[src/rtl/sha512_pkg.sv]
// SHA-512 padder shared definitions.
// Chunk geometry, padder states and beat-size clamp.
package sha512_pkg;

  localparam int CHUNK_BITS = 1024;
  localparam int WORD_BITS = 64;
  localparam int WORDS_PER_CHUNK = 16;
  localparam int LEN_BITS = 128;

  typedef enum logic [1:0] {
    FILL,
    EMIT,
    EMIT_EXTRA
  } padState_e;

  function automatic logic [3:0] clampBytes(
    input logic last,
    input logic [3:0] bytes
  );
    if (!last) return 4'd8;
    return (bytes > 4'd8) ? 4'd8 : bytes;
  endfunction

endpackage

[src/rtl/sha512_padder_if.sv]
// SHA-512 padder stream interface.
// Beat input, chunk output and status.
interface sha512_padder_if;
  import sha512_pkg::*;

  logic                  in_valid;
  logic                  in_ready;
  logic [WORD_BITS-1:0]  in_data;
  logic                  in_last;
  logic [3:0]            in_bytes;
  logic                  out_valid;
  logic                  out_ready;
  logic [CHUNK_BITS-1:0] out_chunk;
  logic                  out_first;
  logic                  out_last;
  logic                  busy;

  modport slave (
    input  in_valid, in_data, in_last,
    input  in_bytes, out_ready,
    output in_ready, out_valid, out_chunk,
    output out_first, out_last, busy
  );

  modport master (
    output in_valid, in_data, in_last,
    output in_bytes, out_ready,
    input  in_ready, out_valid, out_chunk,
    input  out_first, out_last, busy
  );

endinterface

[src/rtl/sha512_pad_word.sv]
// Masks a beat to its valid bytes and inserts
// the 0x80 marker just past them.
module sha512_pad_word
  import sha512_pkg::*;
(
  input  logic [WORD_BITS-1:0] word,
  input  logic [3:0]           nBytes,
  input  logic                 placeMarker,
  output logic [WORD_BITS-1:0] padded
);

  always_comb begin
    padded = '0;
    for (int k = 0; k < 8; k++) begin
      if (4'(k) < nBytes)
        padded[63-8*k -: 8] = word[63-8*k -: 8];
      else if (4'(k) == nBytes && placeMarker)
        padded[63-8*k -: 8] = 8'h80;
    end
  end

endmodule

[src/rtl/sha512_padder.sv]
// SHA-512 message padder: packs 64-bit beats
// into 1024-bit chunks with marker and length.
module sha512_padder
  import sha512_pkg::*;
(
  input logic clk,
  input logic reset,
  sha512_padder_if.slave bus
);

  padState_e state, stateNext;

  logic [3:0]            w;
  logic [63:0]           byteCount;
  logic [CHUNK_BITS-1:0] chunk;
  logic                  firstPend;
  logic                  outFirst;
  logic                  outLast;
  logic                  needExtra;
  logic                  extraMarker;
  logic                  busyQ;

  logic                  accept;
  logic [3:0]            nBytes;
  logic [7:0]            pos;
  logic [63:0]           countNext;
  logic                  lenFits;
  logic [WORD_BITS-1:0]  padWord;
  logic [CHUNK_BITS-1:0] beatChunk;
  logic [CHUNK_BITS-1:0] extraChunk;

  assign accept = (state == FILL) && bus.in_valid;
  assign nBytes = clampBytes(bus.in_last, bus.in_bytes);
  assign pos = {1'b0, w, 3'b000} + {4'd0, nBytes};
  assign countNext = byteCount + {60'd0, nBytes};
  assign lenFits = pos <= 8'd111;

  sha512_pad_word uPad (
    .word        (bus.in_data),
    .nBytes      (nBytes),
    .placeMarker (bus.in_last),
    .padded      (padWord)
  );

  // Final beat also clears the stale tail of the chunk
  always_comb begin
    beatChunk = chunk;
    for (int j = 0; j < WORDS_PER_CHUNK; j++) begin
      if (4'(j) == w)
        beatChunk[CHUNK_BITS-1-WORD_BITS*j -: WORD_BITS] = padWord;
      else if (bus.in_last && 4'(j) > w)
        beatChunk[CHUNK_BITS-1-WORD_BITS*j -: WORD_BITS] =
          (nBytes == 4'd8 && 4'(j) == w + 4'd1) ?
          64'h8000_0000_0000_0000 : 64'd0;
    end
    if (bus.in_last && lenFits)
      beatChunk[LEN_BITS-1:0] = {61'd0, countNext, 3'b000};
  end

  always_comb begin
    extraChunk = '0;
    extraChunk[CHUNK_BITS-1 -: 8] = extraMarker ? 8'h80 : 8'h00;
    extraChunk[LEN_BITS-1:0] = {61'd0, byteCount, 3'b000};
  end

  always_ff @(posedge clk or negedge reset) begin
    if (!reset) state <= FILL;
    else        state <= stateNext;
  end

  always_comb begin
    stateNext = state;
    unique case (state)
      FILL:
        if (accept && (bus.in_last || w == 4'd15))
          stateNext = EMIT;
      EMIT:
        if (bus.out_ready)
          stateNext = needExtra ? EMIT_EXTRA : FILL;
      EMIT_EXTRA:
        if (bus.out_ready) stateNext = FILL;
      default: stateNext = FILL;
    endcase
  end

  always_ff @(posedge clk or negedge reset) begin
    if (!reset) begin
      w           <= '0;
      byteCount   <= '0;
      chunk       <= '0;
      firstPend   <= 1'b1;
      outFirst    <= 1'b0;
      outLast     <= 1'b0;
      needExtra   <= 1'b0;
      extraMarker <= 1'b0;
      busyQ       <= 1'b0;
    end else begin
      unique case (state)
        FILL:
          if (accept) begin
            busyQ     <= 1'b1;
            chunk     <= beatChunk;
            byteCount <= countNext;
            if (bus.in_last || w == 4'd15) begin
              w         <= '0;
              outFirst  <= firstPend;
              firstPend <= 1'b0;
              outLast   <= bus.in_last && lenFits;
              needExtra <= bus.in_last && !lenFits;
              extraMarker <= bus.in_last && pos == 8'd128;
            end else begin
              w <= w + 4'd1;
            end
          end
        EMIT:
          if (bus.out_ready) begin
            if (needExtra) begin
              chunk     <= extraChunk;
              outFirst  <= 1'b0;
              outLast   <= 1'b1;
              needExtra <= 1'b0;
            end else if (outLast) begin
              byteCount <= '0;
              firstPend <= 1'b1;
              busyQ     <= 1'b0;
            end
          end
        EMIT_EXTRA:
          if (bus.out_ready) begin
            byteCount <= '0;
            firstPend <= 1'b1;
            busyQ     <= 1'b0;
          end
        default: ;
      endcase
    end
  end

  assign bus.in_ready  = (state == FILL);
  assign bus.out_valid = (state != FILL);
  assign bus.out_chunk = chunk;
  assign bus.out_first = outFirst;
  assign bus.out_last  = outLast;
  assign bus.busy      = busyQ;

endmodule

[src/flat_wrapper.sv]
// flat-port wrapper written by rule: the top's interface ports become plain ports
module sha512_padder_flat import sha512_pkg::*;
  (clk, reset, bus_in_valid, bus_in_data, bus_in_last, bus_in_bytes, bus_out_ready, bus_in_ready, bus_out_valid, bus_out_chunk, bus_out_first, bus_out_last, bus_busy);
  sha512_padder_if bus_i ();
  input logic clk;
  input logic reset;
  input wire logic [$bits(bus_i.in_valid)-1:0] bus_in_valid;
  input wire logic [$bits(bus_i.in_data)-1:0] bus_in_data;
  input wire logic [$bits(bus_i.in_last)-1:0] bus_in_last;
  input wire logic [$bits(bus_i.in_bytes)-1:0] bus_in_bytes;
  input wire logic [$bits(bus_i.out_ready)-1:0] bus_out_ready;
  output wire logic [$bits(bus_i.in_ready)-1:0] bus_in_ready;
  output wire logic [$bits(bus_i.out_valid)-1:0] bus_out_valid;
  output wire logic [$bits(bus_i.out_chunk)-1:0] bus_out_chunk;
  output wire logic [$bits(bus_i.out_first)-1:0] bus_out_first;
  output wire logic [$bits(bus_i.out_last)-1:0] bus_out_last;
  output wire logic [$bits(bus_i.busy)-1:0] bus_busy;
  assign bus_i.in_valid = bus_in_valid;
  assign bus_i.in_data = bus_in_data;
  assign bus_i.in_last = bus_in_last;
  assign bus_i.in_bytes = bus_in_bytes;
  assign bus_i.out_ready = bus_out_ready;
  assign bus_in_ready = bus_i.in_ready;
  assign bus_out_valid = bus_i.out_valid;
  assign bus_out_chunk = bus_i.out_chunk;
  assign bus_out_first = bus_i.out_first;
  assign bus_out_last = bus_i.out_last;
  assign bus_busy = bus_i.busy;
  sha512_padder u_core (.clk(clk), .reset(reset), .bus(bus_i));
endmodule
[config.mk]
export PLATFORM = sky130hd
export DESIGN_NAME = sha512_padder_flat
export DESIGN_NICKNAME = d
export VERILOG_FILES = /design/src/rtl/sha512_pkg.sv /design/src/rtl/sha512_padder_if.sv /design/src/rtl/sha512_pad_word.sv /design/src/rtl/sha512_padder.sv /design/src/flat_wrapper.sv
export SDC_FILE = /design/constraint.sdc
export NUM_CORES = 2
export LEC_CHECK = 0
export ABC_AREA = 1
export BUFFER_PORTS_ARGS = -buffer_cell sky130_fd_sc_hd__buf_2
export CAP_MARGIN = 10
export CORE_AREA = 2 2 430 432
export DETAILED_ROUTE_END_ITERATION = 12
export DIE_AREA = 0 0 432 434
export RECOVER_POWER = 25
export REMOVE_ABC_BUFFERS = 1
export SKIP_CTS_REPAIR_TIMING = 1
export SYNTH_ARGS = -nofsm -noshare
export SYNTH_HDL_FRONTEND = slang
export SYNTH_SLANG_ARGS = --single-unit
[constraint.sdc]
create_clock -name clk -period 3.1 [get_ports clk]
set_clock_uncertainty 0.05 [all_clocks]
set_input_delay 0.62 -clock clk [delete_from_list [all_inputs] [get_ports clk]]
set_output_delay 0.62 -clock clk [all_outputs]
set_load 0.05 [all_outputs]
==> run summary <==
Largest net degree at the start of global routing: 105
Syn avg cell area: 9.36 sq um
Met1 usage: 28.6%
I/O Buffers: 1101
Clk pin slew, worst setup/hold paths: 0.06 ns
Status: finished, violations left
Final Cycle Share: 95.8%
Share of layout cells above drive strength 1: 27.4%
Synth Flop Type: dfrtp_1
CP endpoint kind: output pin
CTS Buffer Depth: 3
Worst R2R End: u_core.bus.out_chunk[702]$_DFFE_PN0P_
EDFF count, synth: 0
Gpl congestion: 0.956
Reg2Reg Setup Slack: 0.20 ns
Worst rel slew slack: -33.1%
CTS tree: built
CTS root buf: clkbuf_16
Setup-failing EPs final: 0
Post-synthesis cell type count: 53
Vias: 41500
Clock Power Share: 29.4%
Worst-Margin Slew: 2.00 ns
Cell-internal power: 0.0295 W
Vias per inst: 4.93
Num CTS Buffers: 120
Core area: 0.182 sq mm
Hold path startpoint: bus_in_valid
Rows: 157
Main combinational cell family by area after synthesis: compound AO/OA/AOI/OAI gates
Yosys warns: 0
Most used routing layer in global routing: met2
Max IR drop VDD: 0.624 mV
Pwr/cell area: 916 mW/mm^2
Hold WC Path Type: in -> reg
Crit path from: u_core.state[0]$_DFFE_PN0P_
# nets final: 5999
Drt total wl: 231000 um
Max Cap Viol: 1
Crit Path Category: reg -> out
Leakage power: 30.0 nW
Vias in the first global route: 40600
RSZ-0062 raised after global routing: no
Fmax: 337 MHz
Routed WL per cell: 27.5 um
Worst EP required: 2.43 ns
DR pass1 iterations: 8
Io pins: 1102
Post-synthesis async set-or-reset flop share: 100%
Post-DP HPWL: 165000 um
Synth Area in XOR/XNOR: 0.568%
Design Area, Final: 0.0587 sq mm
Clock latency on the worst-skew pair: 0.80 ns
Crit path DAT: 2.30 ns
Area post-placement: 0.0544 sq mm
Register share of total power: 32.3%
Total power: 0.0537 W
GR Util All Layers: 23.8%
Die area: 0.187 sq mm
Worst Hold Path Cells: 3
Combinational power share: 38.2%
Max Slew Vio Count: 31
First-pass GRT wire length: 316000 um
Switch share: 45.1%
Largest fanout on the critical path: 13
Element type at the critical path start: register
Adder-cell share of the synthesized area: 0.420%
Num Clock Sinks: 1100
NetSw: 0.0242 W
Simple-Gate Fraction of Synth Area: 14.4%
Failing checks: capacitance limit, slew limit
DRC: 0
Worst R2R Start: u_core.state[0]$_DFFE_PN0P_
Met3 usage: 5.38%
Area grow syn2layout: 31.3%
Synth Register Bits: 1100
Die W: 432 um
Height of the die: 434 um
Starting Density: 24.5%
Post-synthesis mux area share: 0%
Worst r2r path cells: 10
Slowest cell on the critical path: dfrtp_1
Compound-Gate Fraction of Synth Area: 15.4%
Gr ovfl total: 0
Initial antenna violation count: 40
Final Hold Vio Count: 0
Filler cells: 19100
CTS H-Tree Depth: 3
Cell count after synthesis: 4777
Most frequent cells in the layout: 1210 x nand2_1, 1102 x buf_2, 1099 x dfrtp_1, 669 x o21ai_0, 485 x inv_1
Register area share after synthesis: 61.6%
M2 GR Usage: 39.1%
Cell Area, Synth: 0.0447 sq mm
Crit path cell chain: inv_1, ha_2, buf_8, clkinvlp_4, buf_2
DRT iter0 DRCs: 4451
Most common cell after layout, fill and taps aside: nand2_1
Worst Hold Path EP: u_core.w[1]$_DFFE_PN0P_
Crit path time final: 2.97 ns
Post-DRT Antenna Nets: 0
Crit-path max cell delay: 0.43 ns
## logic make-up (layout without fill, tap and decap cells)
| logic type | Yosys count | after routing |
|---|---|---|
| other | 0 | 20 |
| buffers and inverters | 832 | 2070 |
| adders and majority gates | 15 | 15 |
| and+or+nand+nor | 1570 | 1570 |
| AOI/OAI and AO/OA | 1231 | 1231 |
| xor gates and xnor gates | 29 | 29 |
| DFF | 1100 | 1100 |
## Yosys cell counts (16+ instances only)
cell	instances	area, sq um
nand4_1	34	213
nor3_1	24	120
o22ai_1	319	2000
nand3_1	114	571
dfrtp_1	1099	27500
nor2_1	112	420
buf_2	133	666
clkbuf_1	173	649
o211ai_1	22	165
a21oi_1	91	455
inv_2	16	60.1
o21ai_1	54	270
nand2_1	1227	4610
o31ai_2	17	213
inv_1	486	1820
o21ai_0	669	3350
xor2_1	29	254
o31ai_1	28	210
## power by group through the flow
stage / combinational (W) / clock [W] / sequential [W]
3_3_place_gp: 0.0205 / 0 / 0.0175
4_1_cts: 0.0206 / 0.0161 / 0.0173
2_1_floorplan: 0.00532 / 0 / 0.0233
5_1_grt: 0.0214 / 0.0166 / 0.0176
3_5_place_dp: 0.0205 / 0 / 0.0176
6_report: 0.0205 / 0.0158 / 0.0174
## layer usage
metal | share of wire [%] | vias to the layer above | wire length [um]
met5 | 0.029 | - | 67
met4 | 5.8 | 10 | 13400
met3 | 8.6 | 508 | 19800
met2 | 48 | 2228 | 112000
met1 | 37 | 20800 | 86500
li1 | - | 18000 | -
## critical path: cells and delay by family (launching register included)
| kind | cells | cell delay, ns |
|---|---|---|
| adder cells (fa/ha/maj) | 1 | 0.24 |
| flip-flops | 1 | 0.43 |
| buffers and inverters | 4 | 0.85 |
## layout make-up
type / count / area (sq um) / area share [%]
clock inverter: 58 / 907 / 1.55
sequential: 1100 / 27500 / 46.9
clock buffer: 168 / 3450 / 5.87
timing repair buffer: 1337 / 7780 / 13.3
antenna: 20 / 50.0 / 0.0853
tap: 2385 / 2980 / 5.09
inverter: 507 / 1920 / 3.28
multi-input combinational: 2845 / 14000 / 23.9
## flip-flops by register name, summed over array words and instances, names as in the netlist
| register | cells |
|---|---|
| u_core.bus.out_chunk | 1024 |
| u_core.byteCount | 64 |
| u_core.w | 4 |
| u_core.state | 2 |
| u_core.bus.busy | 1 |
| u_core.bus.out_first | 1 |
| u_core.bus.out_last | 1 |
| u_core.extraMarker | 1 |
| u_core.firstPend | 1 |
| u_core.needExtra | 1 |
## how the worst max path moves through the flow
stage / endpoint / slack [ns] / depth (start not counted)
finish: bus_out_valid / 0.13 / 5
global route: bus_out_valid / 0.04 / 5
CTS: bus_out_valid / -0.09 / 5
detailed placement: u_core.bus.out_chunk[75]$_DFFE_PN0P_ / 0.11 / 15
global placement: u_core.bus.out_chunk[68]$_DFFE_PN0P_ / 0.11 / 14
floorplan: u_core.byteCount[11]$_DFFE_PN0P_ / -3.81 / 9
## metrics by stage
stage | setup WS (ns) | util (%) | std cells | setup TNS [ns] | hold WS (ns)
6_report | 0.129 | 32.1 | 8420 | 0 | 0.0930
4_1_cts | -0.0855 | 32.2 | 8397 | -0.0855 | -0.275
5_1_grt | 0.0400 | 32.1 | 8413 | 0 | 0.0712
3_5_place_dp | 0.111 | 29.8 | 8171 | 0 | 0.412
2_1_floorplan | -3.81 | - | 4452 | -2295.55 | 0.274
3_3_place_gp | 0.114 | 29.8 | 8171 | 0 | 0.410
Power figures use the tool's default switching activity.
